<file path="config.mk">
export PLATFORM = sky130hd
export DESIGN_NAME = hps_reset_req_ctrl_flat
export DESIGN_NICKNAME = d
export VERILOG_FILES = /design/src/rtl/hps_reset_req_ctrl_pkg.sv /design/src/rtl/hps_reset_req_ctrl_if.sv /design/src/rtl/hps_rst_debounce.sv /design/src/rtl/hps_reset_req_ctrl.sv /design/src/flat_wrapper.sv
export SDC_FILE = /design/constraint.sdc
export NUM_CORES = 1
export LEC_CHECK = 0
export CAP_MARGIN = 20
export CORE_ASPECT_RATIO = 0.5
export CORE_MARGIN = 4
export CORE_UTILIZATION = 34
export CTS_CLUSTER_DIAMETER = 30
export CTS_CLUSTER_SIZE = 30
export DETAILED_ROUTE_END_ITERATION = 16
export HOLD_SLACK_MARGIN = 0.02
export PLACE_DENSITY = 0.54
export SYNTH_ARGS = -nofsm -noshare
export SYNTH_HDL_FRONTEND = slang
export SYNTH_SLANG_ARGS = --single-unit
</file>
<file path="constraint.sdc">
create_clock -name clk_clk -period 2.9 [get_ports clk_clk]
set_input_delay 0.87 -clock clk_clk [delete_from_list [all_inputs] [get_ports clk_clk]]
set_output_delay 0.87 -clock clk_clk [all_outputs]
set_load 0.005 [all_outputs]
</file>
<file path="src/rtl/hps_reset_req_ctrl_pkg.sv">
`default_nettype none
// ============================================================================
// Package  : hps_reset_req_pkg
// Brief    : Shared types and bit indices for the HPS reset-request sequencer.
// Revision : 1.0 - initial release
// ============================================================================
package hps_reset_req_pkg;

    typedef enum logic [2:0] {
        IDLE         = 3'd0,
        PRESS0       = 3'd1,
        REQ          = 3'd2,
        WAIT_ASSERT  = 3'd3,
        WAIT_RELEASE = 3'd4
    } state_t;

    typedef enum logic [1:0] {
        COLD  = 2'd0,
        WARM  = 2'd1,
        DEBUG = 2'd2
    } kind_t;

    localparam int EV_COLD    = 0;
    localparam int EV_WARM    = 1;
    localparam int EV_DEBUG   = 2;
    localparam int EV_TIMEOUT = 3;

    localparam int LED_ARMED   = 0;
    localparam int LED_COLD    = 1;
    localparam int LED_WARM    = 2;
    localparam int LED_TIMEOUT = 3;

    localparam int STM_W = 28;

    function automatic logic [1:0] ev_of(kind_t k);
        case (k)
            COLD:    return 2'(EV_COLD);
            WARM:    return 2'(EV_WARM);
            default: return 2'(EV_DEBUG);
        endcase
    endfunction

endpackage
`default_nettype wire

</file>
<file path="src/rtl/hps_reset_req_ctrl_if.sv">
`default_nettype none
// ============================================================================
// Interface : hps_reset_req_ctrl_if
// Brief     : f2h reset requests and h2f reset between fabric and HPS.
// Revision  : 1.0 - initial release
// ============================================================================
interface hps_reset_req_ctrl_if;

    logic f2h_cold_reset_req_n;
    logic f2h_warm_reset_req_n;
    logic f2h_debug_reset_req_n;
    logic h2f_reset_n;

    modport master (
        output f2h_cold_reset_req_n,
        output f2h_warm_reset_req_n,
        output f2h_debug_reset_req_n,
        input  h2f_reset_n
    );

    modport slave (
        input  f2h_cold_reset_req_n,
        input  f2h_warm_reset_req_n,
        input  f2h_debug_reset_req_n,
        output h2f_reset_n
    );

endinterface
`default_nettype wire

</file>
<file path="src/rtl/hps_rst_debounce.sv">
`default_nettype none
// ============================================================================
// Module   : hps_rst_debounce
// Brief    : Two-flop synchroniser, debouncer and press-edge detector.
// Revision : 1.0 - initial release
// ============================================================================
module hps_rst_debounce #(
    parameter int DEBOUNCE_CYCLES = 50000
) (
    input  wire  clk,
    input  wire  rst_n,
    input  wire  button_n,
    output logic level,
    output logic press_edge
);

    localparam int                 c_cnt_w    = $clog2(DEBOUNCE_CYCLES + 1);
    localparam logic [c_cnt_w-1:0] c_cnt_last = c_cnt_w'(DEBOUNCE_CYCLES - 1);

    logic [1:0]         r_sync;
    logic               r_level;
    logic               r_edge;
    logic [c_cnt_w-1:0] r_cnt;

    // Counter runs only while the synchronised input disagrees with the
    // accepted level; any agreement restarts the stability window.
    always_ff @(posedge clk or negedge rst_n) begin
        if (!rst_n) begin
            r_sync  <= 2'b11;
            r_level <= 1'b1;
            r_edge  <= 1'b0;
            r_cnt   <= '0;
        end else begin
            r_sync <= {r_sync[0], button_n};
            r_edge <= 1'b0;
            if (r_sync[1] == r_level) begin
                r_cnt <= '0;
            end else if (r_cnt == c_cnt_last) begin
                r_cnt   <= '0;
                r_level <= r_sync[1];
                r_edge  <= r_level;
            end else begin
                r_cnt <= r_cnt + 1'b1;
            end
        end
    end

    assign level      = r_level;
    assign press_edge = r_edge;

endmodule
`default_nettype wire

</file>
<file path="src/rtl/hps_reset_req_ctrl.sv">
`default_nettype none
// ============================================================================
// Module   : hps_reset_req_ctrl
// Brief    : Button-driven sequencer for HPS cold/warm/debug reset requests.
// Revision : 1.0 - initial release
// ============================================================================
module hps_reset_req_ctrl
    import hps_reset_req_pkg::*;
#(
    parameter int DEBOUNCE_CYCLES    = 50000,
    parameter int LONG_PRESS_CYCLES  = 100000000,
    parameter int REQ_PULSE_CYCLES   = 16,
    parameter int ACK_TIMEOUT_CYCLES = 50000000,
    parameter int CNT_W              = 27
) (
    input  wire                  clk_clk,
    input  wire                  reset_reset_n,
    input  wire  [1:0]           button_n,
    input  wire  [3:0]           dipsw,
    hps_reset_req_ctrl_if.master hps,
    output logic                 busy,
    output logic [3:0]           led,
    output logic [STM_W-1:0]     stm_hwevents
);

    localparam logic [CNT_W-1:0] c_long_last = CNT_W'(LONG_PRESS_CYCLES - 1);
    localparam logic [CNT_W-1:0] c_pulse_end = CNT_W'(REQ_PULSE_CYCLES);
    localparam logic [CNT_W-1:0] c_ack_last  = CNT_W'(ACK_TIMEOUT_CYCLES - 1);

    logic [1:0] w_level;
    logic [1:0] w_press;
    logic       w_unused;

    for (genvar gi = 0; gi < 2; gi++) begin : g_btn
        hps_rst_debounce #(
            .DEBOUNCE_CYCLES (DEBOUNCE_CYCLES)
        ) u_debounce (
            .clk        (clk_clk),
            .rst_n      (reset_reset_n),
            .button_n   (button_n[gi]),
            .level      (w_level[gi]),
            .press_edge (w_press[gi])
        );
    end

    assign w_unused = &{1'b0, w_level[1], dipsw[3:1]};

    logic [1:0]       r_h2f_sync;
    state_t           r_state, w_state_nx;
    kind_t            r_kind, w_kind_nx;
    logic [CNT_W-1:0] r_cnt, w_cnt_nx;
    logic             w_timeout;
    logic             w_enter_req;
    logic             w_req_low;
    logic             r_cold_n, r_warm_n, r_debug_n;
    logic             r_busy;
    logic [3:0]       r_led;
    logic [3:0]       r_ev;

    always_comb begin
        w_state_nx = r_state;
        w_kind_nx  = r_kind;
        w_cnt_nx   = r_cnt;
        w_timeout  = 1'b0;
        case (r_state)
            IDLE: begin
                if (dipsw[0]) begin
                    if (w_press[0]) begin
                        w_state_nx = PRESS0;
                        w_cnt_nx   = '0;
                    end else if (w_press[1]) begin
                        w_kind_nx  = DEBUG;
                        w_state_nx = REQ;
                        w_cnt_nx   = '0;
                    end
                end
            end
            PRESS0: begin
                if (w_level[0]) begin
                    w_kind_nx  = WARM;
                    w_state_nx = REQ;
                    w_cnt_nx   = '0;
                end else if (r_cnt == c_long_last) begin
                    w_kind_nx  = COLD;
                    w_state_nx = REQ;
                    w_cnt_nx   = '0;
                end else begin
                    w_cnt_nx = r_cnt + 1'b1;
                end
            end
            REQ: begin
                if (r_cnt == c_pulse_end) begin
                    w_state_nx = (r_kind == DEBUG) ? IDLE : WAIT_ASSERT;
                    w_cnt_nx   = '0;
                end else begin
                    w_cnt_nx = r_cnt + 1'b1;
                end
            end
            WAIT_ASSERT, WAIT_RELEASE: begin
                // Handshake completion is checked before the timeout so it wins a tie.
                w_cnt_nx = r_cnt + 1'b1;
                if (r_state == WAIT_RELEASE && r_h2f_sync[1]) begin
                    w_state_nx = IDLE;
                    w_cnt_nx   = '0;
                end else if (r_cnt == c_ack_last) begin
                    w_state_nx = IDLE;
                    w_cnt_nx   = '0;
                    w_timeout  = 1'b1;
                end else if (r_state == WAIT_ASSERT && !r_h2f_sync[1]) begin
                    w_state_nx = WAIT_RELEASE;
                end
            end
            default: begin
                w_state_nx = IDLE;
                w_cnt_nx   = '0;
            end
        endcase
    end

    assign w_enter_req = (w_state_nx == REQ) && (r_state != REQ);
    // The entry cycle itself is skipped, so the pulse spans counts 1..REQ_PULSE_CYCLES.
    assign w_req_low   = (r_state == REQ) && (r_cnt != c_pulse_end);

    always_ff @(posedge clk_clk or negedge reset_reset_n) begin
        if (!reset_reset_n) begin
            r_h2f_sync <= 2'b11;
            r_state    <= IDLE;
            r_kind     <= COLD;
            r_cnt      <= '0;
            r_cold_n   <= 1'b1;
            r_warm_n   <= 1'b1;
            r_debug_n  <= 1'b1;
            r_busy     <= 1'b0;
            r_led      <= '0;
            r_ev       <= '0;
        end else begin
            r_h2f_sync <= {r_h2f_sync[0], hps.h2f_reset_n};
            r_state    <= w_state_nx;
            r_kind     <= w_kind_nx;
            r_cnt      <= w_cnt_nx;
            r_cold_n   <= !(w_req_low && r_kind == COLD);
            r_warm_n   <= !(w_req_low && r_kind == WARM);
            r_debug_n  <= !(w_req_low && r_kind == DEBUG);
            r_busy     <= (w_state_nx != IDLE);
            r_led[LED_ARMED] <= dipsw[0];
            r_ev <= '0;
            if (w_enter_req) begin
                r_ev[ev_of(w_kind_nx)] <= 1'b1;
            end
            if (w_enter_req && w_kind_nx == COLD) begin
                r_led[LED_COLD] <= 1'b1;
            end
            if (w_enter_req && w_kind_nx == WARM) begin
                r_led[LED_WARM] <= 1'b1;
            end
            if (w_timeout) begin
                r_ev[EV_TIMEOUT]    <= 1'b1;
                r_led[LED_TIMEOUT]  <= 1'b1;
            end
        end
    end

    assign hps.f2h_cold_reset_req_n  = r_cold_n;
    assign hps.f2h_warm_reset_req_n  = r_warm_n;
    assign hps.f2h_debug_reset_req_n = r_debug_n;
    assign busy                      = r_busy;
    assign led                       = r_led;
    assign stm_hwevents              = {{(STM_W-4){1'b0}}, r_ev};

endmodule
`default_nettype wire

</file>
<file path="src/flat_wrapper.sv">
// flat-port wrapper written by rule: the top's interface ports become plain ports
module hps_reset_req_ctrl_flat import hps_reset_req_pkg::*;
#(
    parameter int DEBOUNCE_CYCLES    = 50000,
    parameter int LONG_PRESS_CYCLES  = 100000000,
    parameter int REQ_PULSE_CYCLES   = 16,
    parameter int ACK_TIMEOUT_CYCLES = 50000000,
    parameter int CNT_W              = 27
)
  (clk_clk, reset_reset_n, button_n, dipsw, busy, led, stm_hwevents, hps_f2h_cold_reset_req_n, hps_f2h_warm_reset_req_n, hps_f2h_debug_reset_req_n, hps_h2f_reset_n);
  hps_reset_req_ctrl_if hps_i ();
  input  wire clk_clk;
  input  wire reset_reset_n;
  input  wire  [1:0] button_n;
  input  wire  [3:0] dipsw;
  output logic busy;
  output logic [3:0] led;
  output logic [STM_W-1:0] stm_hwevents;
  output wire logic [$bits(hps_i.f2h_cold_reset_req_n)-1:0] hps_f2h_cold_reset_req_n;
  output wire logic [$bits(hps_i.f2h_warm_reset_req_n)-1:0] hps_f2h_warm_reset_req_n;
  output wire logic [$bits(hps_i.f2h_debug_reset_req_n)-1:0] hps_f2h_debug_reset_req_n;
  input wire logic [$bits(hps_i.h2f_reset_n)-1:0] hps_h2f_reset_n;
  assign hps_f2h_cold_reset_req_n = hps_i.f2h_cold_reset_req_n;
  assign hps_f2h_warm_reset_req_n = hps_i.f2h_warm_reset_req_n;
  assign hps_f2h_debug_reset_req_n = hps_i.f2h_debug_reset_req_n;
  assign hps_i.h2f_reset_n = hps_h2f_reset_n;
  hps_reset_req_ctrl #(.DEBOUNCE_CYCLES(DEBOUNCE_CYCLES), .LONG_PRESS_CYCLES(LONG_PRESS_CYCLES), .REQ_PULSE_CYCLES(REQ_PULSE_CYCLES), .ACK_TIMEOUT_CYCLES(ACK_TIMEOUT_CYCLES), .CNT_W(CNT_W)) u_core (.clk_clk(clk_clk), .reset_reset_n(reset_reset_n), .button_n(button_n), .dipsw(dipsw), .hps(hps_i), .busy(busy), .led(led), .stm_hwevents(stm_hwevents));
endmodule
</file>
==> results of run 1 <==
==> final cells by class <==
cell class / count / area, µm² / area share, %
multi-input combinational: 329 / 1910 / 39.0
sequential: 86 / 2170 / 44.3
timing repair buffer: 30 / 278 / 5.69
tap: 165 / 206 / 4.23
clock inverter: 3 / 47.5 / 0.973
clock buffer: 12 / 236 / 4.84
inverter: 12 / 45.0 / 0.922
==> cell usage in the layout (no fill, tap or decap), types with 5 or more instances in the layout <==
cell,netlist,layout
dfrtp_1,75,75
nor2_1,67,67
nand2_1,42,42
xor2_1,27,27
conb_1,1,24
nand3_1,23,23
xnor2_1,16,16
clkdlybuf4s50_1,0,16
nand4_1,13,13
and3_1,13,13
buf_4,26,13
inv_1,12,12
nor3_1,12,12
a21oi_1,11,11
dfstp_2,11,11
clkbuf_16,0,9
a31oi_1,8,8
o21ai_0,6,6
nand2b_1,5,5
==> kinds of logic (layout without fill, tap and decap cells) <==
logic type               after synthesis  count (layout)
AND/OR/NAND/NOR                      217             217
flip-flops                            86              86
buffers and inverters                 46              57
XOR/XNOR                              43              43
AO/OA/AOI/OAI                         39              39
adder cells (fa/ha/maj)                4               4
multiplexers                           2               2
other                                  1              24
==> path summary, 6_finish.rpt <==
| kind | from | endpoint | slack (ns) |
|---|---|---|---|
| worst max-delay path | u_core.r_cnt[25]$_DFFE_PN0P_ | u_core.r_cnt[16]$_DFFE_PN0P_ | 0.23 |
| worst min-delay path | u_core.g_btn[1].u_debounce.r_sync[0]$_DFF_PN1_ | u_core.g_btn[1].u_debounce.r_sync[1]$_DFF_PN1_ | 0.36 |
| worst max register to register | u_core.r_cnt[25]$_DFFE_PN0P_ | u_core.r_cnt[16]$_DFFE_PN0P_ | 0.23 |
| worst min register to register | u_core.g_btn[1].u_debounce.r_sync[0]$_DFF_PN1_ | u_core.g_btn[1].u_debounce.r_sync[1]$_DFF_PN1_ | 0.36 |
| max in group asynchronous | reset_reset_n | u_core.hps.f2h_debug_reset_req_n$_DFF_PN1_ | 1.80 |
| min in group asynchronous | reset_reset_n | u_core.g_btn[1].u_debounce.r_cnt[8]$_DFF_PN0_ | 0.48 |
==> metrics by stage <==
stage / std cells / area (µm²) / hold WS, ns
floorplan: 461 / 4360 / 0.345
global placement: 622 / 4600 / 0.347
detailed placement: 622 / 4600 / 0.347
CTS: 637 / 4880 / 0.356
global route: 637 / 4880 / 0.364
finish: 637 / 4880 / 0.356
==> flip-flops by register name, summed over array words and instances, names as in the netlist <==
| name | cells |
|---|---|
| u_core.busy | 1 |
| u_core.g_btn.u_debounce.level | 2 |
| u_core.g_btn.u_debounce.press_edge | 2 |
| u_core.g_btn.u_debounce.r_cnt | 32 |
| u_core.g_btn.u_debounce.r_sync | 4 |
| u_core.hps.f2h_cold_reset_req_n | 1 |
| u_core.hps.f2h_debug_reset_req_n | 1 |
| u_core.hps.f2h_warm_reset_req_n | 1 |
| u_core.led | 4 |
| u_core.r_cnt | 27 |
| u_core.r_ev | 4 |
| u_core.r_h2f_sync | 2 |
| u_core.r_kind | 2 |
| u_core.r_state | 3 |
==> power breakdown <==
part           internal (W)  switching [W]
Clock              0.000666       0.000447
Combinational     0.0000184      0.0000437
Sequential          0.00122     0.00000934
==> metal layers <==
| metal | global-route usage [%] | wire (µm) | share of wire (%) | vias up |
|---|---|---|---|---|
| li1 | - | - | - | 1510 |
| met1 | 15.8 | 4000 | 49 | 1397 |
| met2 | 19.0 | 3630 | 45 | 64 |
| met3 | 3.49 | 367 | 4.5 | 7 |
| met4 | 4.97 | 130 | 1.6 | 0 |
| met5 | 0 | 0 | 0 | - |
==> cells in the mapped netlist (3+ instances only) <==
| cell type | n | area share [%] |
|---|---|---|
| nand4_1 | 13 | 1.9 |
| nor2_1 | 67 | 5.9 |
| and4_1 | 3 | 0.62 |
| and3_1 | 13 | 1.9 |
| dfrtp_1 | 75 | 44 |
| clkbuf_1 | 5 | 0.44 |
| nor3b_1 | 4 | 0.70 |
| xor2_1 | 27 | 5.5 |
| a22o_1 | 3 | 0.62 |
| or4_1 | 4 | 0.70 |
| ha_1 | 4 | 1.2 |
| o21ai_0 | 6 | 0.70 |
| nand3_1 | 23 | 2.7 |
| buf_4 | 26 | 4.6 |
| nor3_1 | 12 | 1.4 |
| a21oi_1 | 11 | 1.3 |
| dfstp_2 | 11 | 6.8 |
| nand2b_1 | 5 | 0.73 |
| a41oi_1 | 3 | 0.62 |
| or2_2 | 4 | 0.59 |
| nor2b_1 | 3 | 0.44 |
| nor4_1 | 4 | 0.59 |
| a31oi_1 | 8 | 1.2 |
| inv_1 | 12 | 1.1 |
| nand2_1 | 42 | 3.7 |
| xnor2_1 | 16 | 3.3 |
==> critical path, delay by kind of cell (launching register included) <==
family,cells,cell delay [ns]
compound gates,1,0.19
simple gates,5,1.71
buf+inv,1,0.22
flops,1,0.42
==> reports/qor.yml, run 1 <==
status: "completed"
row_count: 28
totalWireLength_um: 8130
hp-class: "reg -> reg"
drive_above_1_share_pct: 11.2
worst_ep_arrival_time_ns: 2.88
cp_max_fo: 19
async_flop_share_pct: 100
diodes: 0
cp_data_required_time_ns: 3.11
grt_pass1_wl_um: 14100
dieWidth_um: 167
timing.final.crit_share_pct: 92.2
drcViolationCount: 0
synth_xor_area_share_pct: 8.82
timing.slew.headroom_pct: 62.3
holdPathStages: 0
nNetsFinal: 481
ant_nets: 0
ys_ff_latch: 86
slowest_stage: "or4_4"
place_congestion: 0.752
h-tree-depth: 3
fillCellCount: 1212
power_density_mw_per_mm2: 491
peakVddDrop_uv: 248
post_cts_resized: 0
tightest_slew_ns: 0.560
antenna_found_initial: 0
power_w: 0.00240
first_iter_violations: 166
clock_latency_ns: 0.33
synthAdderAreaFrac_pct: 1.17
layout_setup_ws_ns: 0.226
fmax_mhz: 374
clkTransAtPathRegs_ns: 0.06
cts_made_buffers: 9
finalSetupViolations: 0
cp-end-kind: "register"
synth-edff-count: 0
max_stage_delay_ns: 0.55
dieHeight_um: 87.3
avgSynthCellArea_um2: 9.75
num_io_pins: 45
vias: 2978
finalSetupTns_ns: 0
synth_top_family_by_area: "simple AND/OR/NAND/NOR gates"
cap_violations: 0
rsz0062_at_grt: "no"
root_buffer: "clkbuf_16"
die-area_mm2: 0.0145
seq_area_frac_synth_pct: 50.7
firstDrtPassIters: 6
post-dp-hpwl_um: 5800
postCtsSetupBuffers: 0
max-clock-path-buffers: 2
cts_tree: "yes"
area_growth_pct: 14.4
leakage_nw: 2.12
port_buffers: 17
grt.overflow.total: 0
yosysWarnings: 0
routed_via_density: 4.68
routedWlPerCell_um: 12.8
path_class: "reg -> reg"
layout_min_cycle_time_ns: 2.67
post-route-util_pct: 40.5
grtUsageTotal_pct: 12.1
place_ws_ns: 0.179
skew_ns: 0.00658
synth-compound-area-share_pct: 5.74
reg2regPathDepth: 7
yosys.area_share.simple_pct: 26.2
synth_cells: 438
start_util_pct: 35.4
worstSetupStartpointType: "register"
first_global_vias: 2950
hold_viol: 0
core_mm2: 0.0121
synth_top_flop_cell: "dfrtp_1"
cts_hold_buf: 0
synth_cell_type_count: 48
cts.sinks: 86
worstPathCellList: "or4_4 -> nor3_2 -> a31oi_1 -> or4_1 -> buf_4 -> nor2_4 -> nor2_1"
grt_max_degree: 40
drv_slew: 0
syn-cell-area_mm2: 0.00427
synthMuxAreaShare_pct: 0.527
(Power assumes the default switching activity.)
==> run 2, diff against run 1 <==
--- a/config.mk
+++ b/config.mk
@@ -6,6 +6,8 @@
 export NUM_CORES = 1
 export LEC_CHECK = 0
 export CAP_MARGIN = 20
+export CELL_PAD_IN_SITES_DETAIL_PLACEMENT = 0
+export CELL_PAD_IN_SITES_GLOBAL_PLACEMENT = 1
 export CORE_ASPECT_RATIO = 0.5
 export CORE_MARGIN = 4
 export CORE_UTILIZATION = 34
@@ -13,7 +15,7 @@
 export CTS_CLUSTER_SIZE = 30
 export DETAILED_ROUTE_END_ITERATION = 16
 export HOLD_SLACK_MARGIN = 0.02
-export PLACE_DENSITY = 0.54
+export PLACE_DENSITY = 0.66
 export SYNTH_ARGS = -nofsm -noshare
 export SYNTH_HDL_FRONTEND = slang
 export SYNTH_SLANG_ARGS = --single-unit
==> reports/qor.yml, run 2 (synthesis gave the netlist of run 1 again) <==
p_int_w: 0.00191
cp_data_required_time_ns: 3.11
first_global_vias: 2995
worstSetupStartpointType: "register"
first_iter_violations: 137
postCtsSetupBuffers: 0
critPathBufInv: 1
regMostFlops: "u_core.g_btn.u_debounce.r_cnt"
cts_hold_buf: 0
row_count: 28
reg.largest.list: "u_core.g_btn.u_debounce.r_cnt: 32 flops, u_core.r_cnt: 27 flops"
cp-end-kind: "register"
cap_violations: 0
finalSetupTns_ns: 0
multi_input_area_mm2: 0.00191
cp_num_cells: 7
routedWlPerCell_um: 13.4
nNetsFinal: 485
rr_endpoint: "u_core.r_cnt[23]$_DFFE_PN0P_"
max_stage_delay_ns: 0.55
die-area_mm2: 0.0145
met1_usage_pct: 17.3
skew_ns: 0.00750
num_io_pins: 45
layout_min_cycle_time_ns: 2.65
grt_use_met2_pct: 20.1
pwr-share-clk_pct: 48.0
layout_common_cells: "dfrtp_1 (75), nor2_1 (67), nand2_1 (42)"
post-dp-hpwl_um: 6230
grt_max_degree: 36
cp_top_family: "simple AND/OR/NAND/NOR gates"
grt.overflow.total: 0
clock_latency_ns: 0.34
root_buffer: "clkbuf_16"
cp_max_fo: 19
grt_pass1_wl_um: 14900
drv_slew: 0
totalWireLength_um: 8620
worstPathCellList: "or4_4 -> nor4_2 -> a21oi_1 -> or4_1 -> buf_12 -> nor2_4 -> nor2_1"
fillCellCount: 1216
post-route-util_pct: 41.0
antenna_found_initial: 0
dpl.cell_count: 626
cts_made_buffers: 9
h-tree-depth: 3
hold_viol: 0
pwr-share-comb_pct: 2.5
timing.final.crit_share_pct: 91.5
status: "completed"
r2r_slack_ns: 0.25
start_util_pct: 35.4
power_density_mw_per_mm2: 501
vias: 3009
layoutNonFillerInstCount: 642
reg2regPathDepth: 7
pwr-share-seq_pct: 49.5
busiest_layer: "met2"
layout_commonest_cell: "dfrtp_1"
hp-class: "reg -> reg"
area_growth_pct: 15.6
drcViolationCount: 0
tightest_slew_ns: 0.508
seqCellArea_mm2: 0.00217
cp-endpoint: "u_core.r_cnt[23]$_DFFE_PN0P_"
fmax_mhz: 377
rsz0062_at_grt: "no"
clkTransAtPathRegs_ns: 0.07
swShare_pct: 22.7
drive_above_1_share_pct: 12.8
finalSetupViolations: 0
power_switching_w: 0.000561
firstDrtPassIters: 4
timing.slew.headroom_pct: 65.8
port_buffers: 17
routed_via_density: 4.69
dieWidth_um: 167
startpoint: "u_core.r_cnt[25]$_DFFE_PN0P_"
dieHeight_um: 87.3
whs_ns: 0.358
core_mm2: 0.0121
diodes: 0
cts_tree: "yes"
ant_nets: 0
leakage_nw: 2.15
grtUsageTotal_pct: 12.6
cts.sinks: 86
r2r-start: "u_core.r_cnt[25]$_DFFE_PN0P_"
post_cts_resized: 0
largest_reg_flops: 32
worst_ep_arrival_time_ns: 2.86
use_met3_pct: 3.22
slowest_stage: "or4_4"
peakVddDrop_uv: 229
max-clock-path-buffers: 2
path_class: "reg -> reg"
place_congestion: 0.760
## run 2: through the flow
step	power, W	area [µm²]	setup slack, ns
2_1_floorplan	0.00129	4360	0.399
5_1_grt	0.00258	4940	0.0715
3_3_place_gp	0.00131	4630	0.141
6_report	0.00247	4940	0.245
4_1_cts	0.00252	4940	0.234
3_5_place_dp	0.00131	4630	0.127
## run 2: area by class of cell
cell class | instances | share of cell area [%]
Sequential cell | 86 | 43.9
Multi-Input combinational cell | 329 | 38.6
Timing Repair Buffer | 34 | 6.23
Clock buffer | 9 | 4.56
Tap cell | 165 | 4.18
Clock inverter | 7 | 1.65
Inverter | 12 | 0.912
## run 2: worst min path at each step
stage                                                              start                                        endpoint  slack (ns)  depth (start not counted)
after floorplan           u_core.g_btn[0].u_debounce.r_sync[0]$_DFF_PN1_  u_core.g_btn[0].u_debounce.r_sync[1]$_DFF_PN1_        0.35                          0
after global placement    u_core.g_btn[0].u_debounce.r_sync[0]$_DFF_PN1_  u_core.g_btn[0].u_debounce.r_sync[1]$_DFF_PN1_        0.35                          0
after detailed placement  u_core.g_btn[0].u_debounce.r_sync[0]$_DFF_PN1_  u_core.g_btn[0].u_debounce.r_sync[1]$_DFF_PN1_        0.35                          0
after CTS                 u_core.g_btn[0].u_debounce.r_sync[0]$_DFF_PN1_  u_core.g_btn[0].u_debounce.r_sync[1]$_DFF_PN1_        0.36                          0
after global routing                      u_core.r_h2f_sync[0]$_DFF_PN1_                  u_core.r_h2f_sync[1]$_DFF_PN1_        0.37                          0
final                     u_core.g_btn[0].u_debounce.r_sync[0]$_DFF_PN1_  u_core.g_btn[0].u_debounce.r_sync[1]$_DFF_PN1_        0.36                          0
## run 2: power groups by stage
| stage | Sequential (W) | Combinational, W | Clock [W] |
|---|---|---|---|
| 6_report | 0.00122 | 0.0000618 | 0.00119 |
| 3_5_place_dp | 0.00125 | 0.0000646 | 0 |
| 4_1_cts | 0.00122 | 0.0000649 | 0.00123 |
| 3_3_place_gp | 0.00125 | 0.0000644 | 0 |
| 5_1_grt | 0.00122 | 0.0000738 | 0.00128 |
| 2_1_floorplan | 0.00124 | 0.0000457 | 0 |
## run 2: worst register-to-register path, cell delays in order, from the launching register on
cell	delay [ns]
dfrtp_1	0.42
or4_4	0.55
nor4_2	0.32
a21oi_1	0.14
or4_1	0.55
buf_12	0.19
nor2_4	0.26
nor2_1	0.09
## run 2: routing by layer
metal  up-vias  routed length [µm]
met2        46                3860
met5         -                   0
met1      1433                4350
li1       1523                   -
met3         7                 311
met4         0                  88
==> edit: new RTL, settings of run 1 <==
Add an input register stage for `button_n` and `dipsw`, cleared by the reset; this delays them by one clock. The other inputs are not delayed to match.
--- a/src/rtl/hps_reset_req_ctrl.sv
+++ b/src/rtl/hps_reset_req_ctrl.sv
@@ -27,6 +27,19 @@
     localparam logic [CNT_W-1:0] c_pulse_end = CNT_W'(REQ_PULSE_CYCLES);
     localparam logic [CNT_W-1:0] c_ack_last  = CNT_W'(ACK_TIMEOUT_CYCLES - 1);
 
+    logic [1:0] button_n_q;
+    logic [3:0] dipsw_q;
+
+    always_ff @(posedge clk_clk or negedge reset_reset_n) begin
+        if (!reset_reset_n) begin
+            button_n_q <= '0;
+            dipsw_q    <= '0;
+        end else begin
+            button_n_q <= button_n;
+            dipsw_q    <= dipsw;
+        end
+    end
+
     logic [1:0] w_level;
     logic [1:0] w_press;
     logic       w_unused;
@@ -37,13 +50,13 @@
         ) u_debounce (
             .clk        (clk_clk),
             .rst_n      (reset_reset_n),
-            .button_n   (button_n[gi]),
+            .button_n   (button_n_q[gi]),
             .level      (w_level[gi]),
             .press_edge (w_press[gi])
         );
     end
 
-    assign w_unused = &{1'b0, w_level[1], dipsw[3:1]};
+    assign w_unused = &{1'b0, w_level[1], dipsw_q[3:1]};
 
     logic [1:0]       r_h2f_sync;
     state_t           r_state, w_state_nx;
@@ -64,7 +77,7 @@
         w_timeout  = 1'b0;
         case (r_state)
             IDLE: begin
-                if (dipsw[0]) begin
+                if (dipsw_q[0]) begin
                     if (w_press[0]) begin
                         w_state_nx = PRESS0;
                         w_cnt_nx   = '0;
@@ -142,7 +155,7 @@
             r_warm_n   <= !(w_req_low && r_kind == WARM);
             r_debug_n  <= !(w_req_low && r_kind == DEBUG);
             r_busy     <= (w_state_nx != IDLE);
-            r_led[LED_ARMED] <= dipsw[0];
+            r_led[LED_ARMED] <= dipsw_q[0];
             r_ev <= '0;
             if (w_enter_req) begin
                 r_ev[ev_of(w_kind_nx)] <= 1'b1;
Check against the original RTL: not equivalent (Yosys sat finds a counterexample within 4 cycles, from zero or initial values and one cycle with reset_reset_n low).
==> edit against run 1 <==
Final area is 5.4% higher. Wire length is 18% higher. Via count is 14% higher. Setup slack worse by 75 ps. Sequential share of layout area is 0.80 points lower. Power is 0.29% higher. Synthesized cell count is 6.2% higher. Sequential cell count is 3 higher. Critical path depth is 2 lower. First-iteration DRC count is 45% higher. Non-clock buffer count is 2 lower. Synthesized area is 6.6% higher. Largest power group unchanged.
==> edit: results (changes against run 1) <==
The delay of the slowest critical-path stage came out at 610 ps (+60 ps). The number of H-tree levels came out at 3 (unchanged). The flow ran to the end, and the final reports show no timing, DRC or antenna violations. The number of antenna repair diodes came out at 0 (unchanged). The global routing usage summed across all routing layers was 13.4% (+1.4 points). The transition time of the tightest slew-check pin came out at 836 ps (+276 ps). The type of the tightest min-delay check is flip-flop to flip-flop. The leakage power total is 2.23 nW (+5.3%). The maximum fanout along the worst path is 18 (-1).

The wire length of the first global-routing pass was 16800 um (+19%). The number of CTS-inserted buffers came out at 9 (unchanged). The multiplexer fraction of the synthesized cell area was 0.714% (+0.19 points). Among all flip-flop cells after synthesis, the most frequent one is dfrtp_1. The met2 demand-to-capacity share in global routing came out at 20.5% (+1.5 points). The post-CTS setup repair buffer count was 0 (unchanged).

The maximum clock path buffer count is 2 (unchanged). The met1 track utilization from global routing came out at 18.8% (+2.9 points). The quantity of I/O buffers inserted on ports came to 17 (unchanged). The number of different library cells in the post-synthesis netlist is 60 (+25%).

The pin count of the biggest net entering global routing is 38 (-5.0%). The met3 capacity usage during global routing is 3.29% (-0.20 points). The fraction of the mapped netlist area in compound gates is 9.75% (+4.0 points). The adder and majority cell fraction of the synthesized area is 1.10% (-0.073 points). In this design, the largest share of critical-path delay is due to compound AO/OA/AOI/OAI gates. After synthesis, the most frequently instantiated cells are dfrtp_1, nor2_1, nand2_1.

The pre-CTS setup slack is 229 ps (+50.2 ps). The arrival time reported for the critical path endpoint came out at 2940 ps (+60 ps). The per-cell via count in the routed design was 5.13 (+9.6%). The post-synthesis share of cell area spent on xor and xnor gates came out at 7.11% (-1.7 points). The peak ir drop on the vdd network is 0.243 mV (-1.9%). The post-cts resize count is 0 (unchanged).

The number of global-route vias before repair came out at 3418 (+16%). The routed wire length is 9620 um (+18%). Clock-pin slew was measured on the worst setup and hold paths at about 70 ps. The clock insertion delay at the later pin of the skew report came out at 340 ps. The global placement routability congestion came out at 0.823 (+9.4%). The number of iterations in the first detailed-routing pass came to 5 (-1). The final net count is 502 (+4.4%). The portion of the post-synthesis area used by sequential elements came out at 49.2% (-1.5 points). The cell at the root of the clock tree is clkbuf_16.

The number of warnings reported in the yosys synthesis log is 0 (unchanged). The share of synthesized flip-flops with an asynchronous set or reset came out at 100% (unchanged). The largest registers in the layout are u_core.g_btn.u_debounce.r_cnt x32, u_core.r_cnt x27. The detailed router's first-iteration violation count came out at 240 (+45%). The number of antenna violations at the first check in global routing came out at 0 (unchanged).

The number of max-capacitance violations reported came to 0 (unchanged). The share of post-route cells with drive strength above 1 is 10.7% (-0.50 points). On the critical path, the stage with the largest delay is an instance of or4_1. The detailed placement HPWL is 6580 um (+13%).

The final worst clock skew came out at 6.79 ps (+0.211 ps). Yosys attributes the largest share of cell area to dfrtp_1, dfstp_2, xor2_1.
edit: cell types whose count changed in the layout (fill, tap and decap cells not counted), moves of 6 or more:
cell	before	now
nor2_1	67	53
nand2_1	42	48
nand4_1	13	23
o32ai_1	0	9
nand3_1	23	15
edit: logic make-up after synthesis:
kind of cell	after synthesis
buffers and inverters	48
and+or+nand+nor	222
DFF	89
adders and majority gates	4
other	1
AOI/OAI and AO/OA	61
xor gates and xnor gates	37
muxes	3
edit: layer usage:
metal,vias up,wire length [um]
li1,1659,-
met1,1650,4840
met2,85,4210
met3,9,466
met4,0,106
met5,-,0
edit: where the power goes:
| group | internal [mW] | switching (mW) |
|---|---|---|
| Sequential | 1.26 | 0.00897 |
| Clock | 0.582 | 0.496 |
| Combinational | 0.0175 | 0.0440 |
| Total | 1.86 | 0.549 |
edit: final cells by class:
cell class / instances / area [um2]
tap: 170 / 213
multi-input combinational: 351 / 2110
clock inverter: 6 / 45.0
sequential: 89 / 2240
fill: 1292 / 7730
timing repair buffer: 28 / 275
clock buffer: 10 / 229
inverter: 10 / 37.5
edit: final timing paths:
path,endpoint,slack [ps],start,depth (start not counted)
max,u_core.r_cnt[5],150,u_core.r_cnt[9],5
min,u_core.g_btn[1].u_debounce.r_sync[1],360,u_core.g_btn[1].u_debounce.r_sync[0],0
max reg2reg,u_core.r_cnt[5],150,u_core.r_cnt[9],5
min reg2reg,u_core.g_btn[1].u_debounce.r_sync[1],360,u_core.g_btn[1].u_debounce.r_sync[0],0
max in group asynchronous,u_core.hps.f2h_warm_reset_req_n,1750,reset_reset_n,2
min in group asynchronous,u_core.g_btn[1].u_debounce.r_cnt[13],450,reset_reset_n,1
edit: per-stage QoR:
stage,cells,power (mW),cell area [um2],hold slack (ps),util [%]
after CTS,664,2.44,5150,357,40.0
after detailed placement,648,1.35,4870,348,37.8
after floorplan,488,1.33,4640,333,-
after global placement,648,1.35,4870,338,37.8
after global routing,664,2.51,5150,362,40.0
final,664,2.41,5150,356,40.0
edit: worst reg2reg max path: cells and delay by family (launching register included):
kind            cells  cell delay [ps]
flops               1              420
simple gates        2              920
compound gates      3             1250
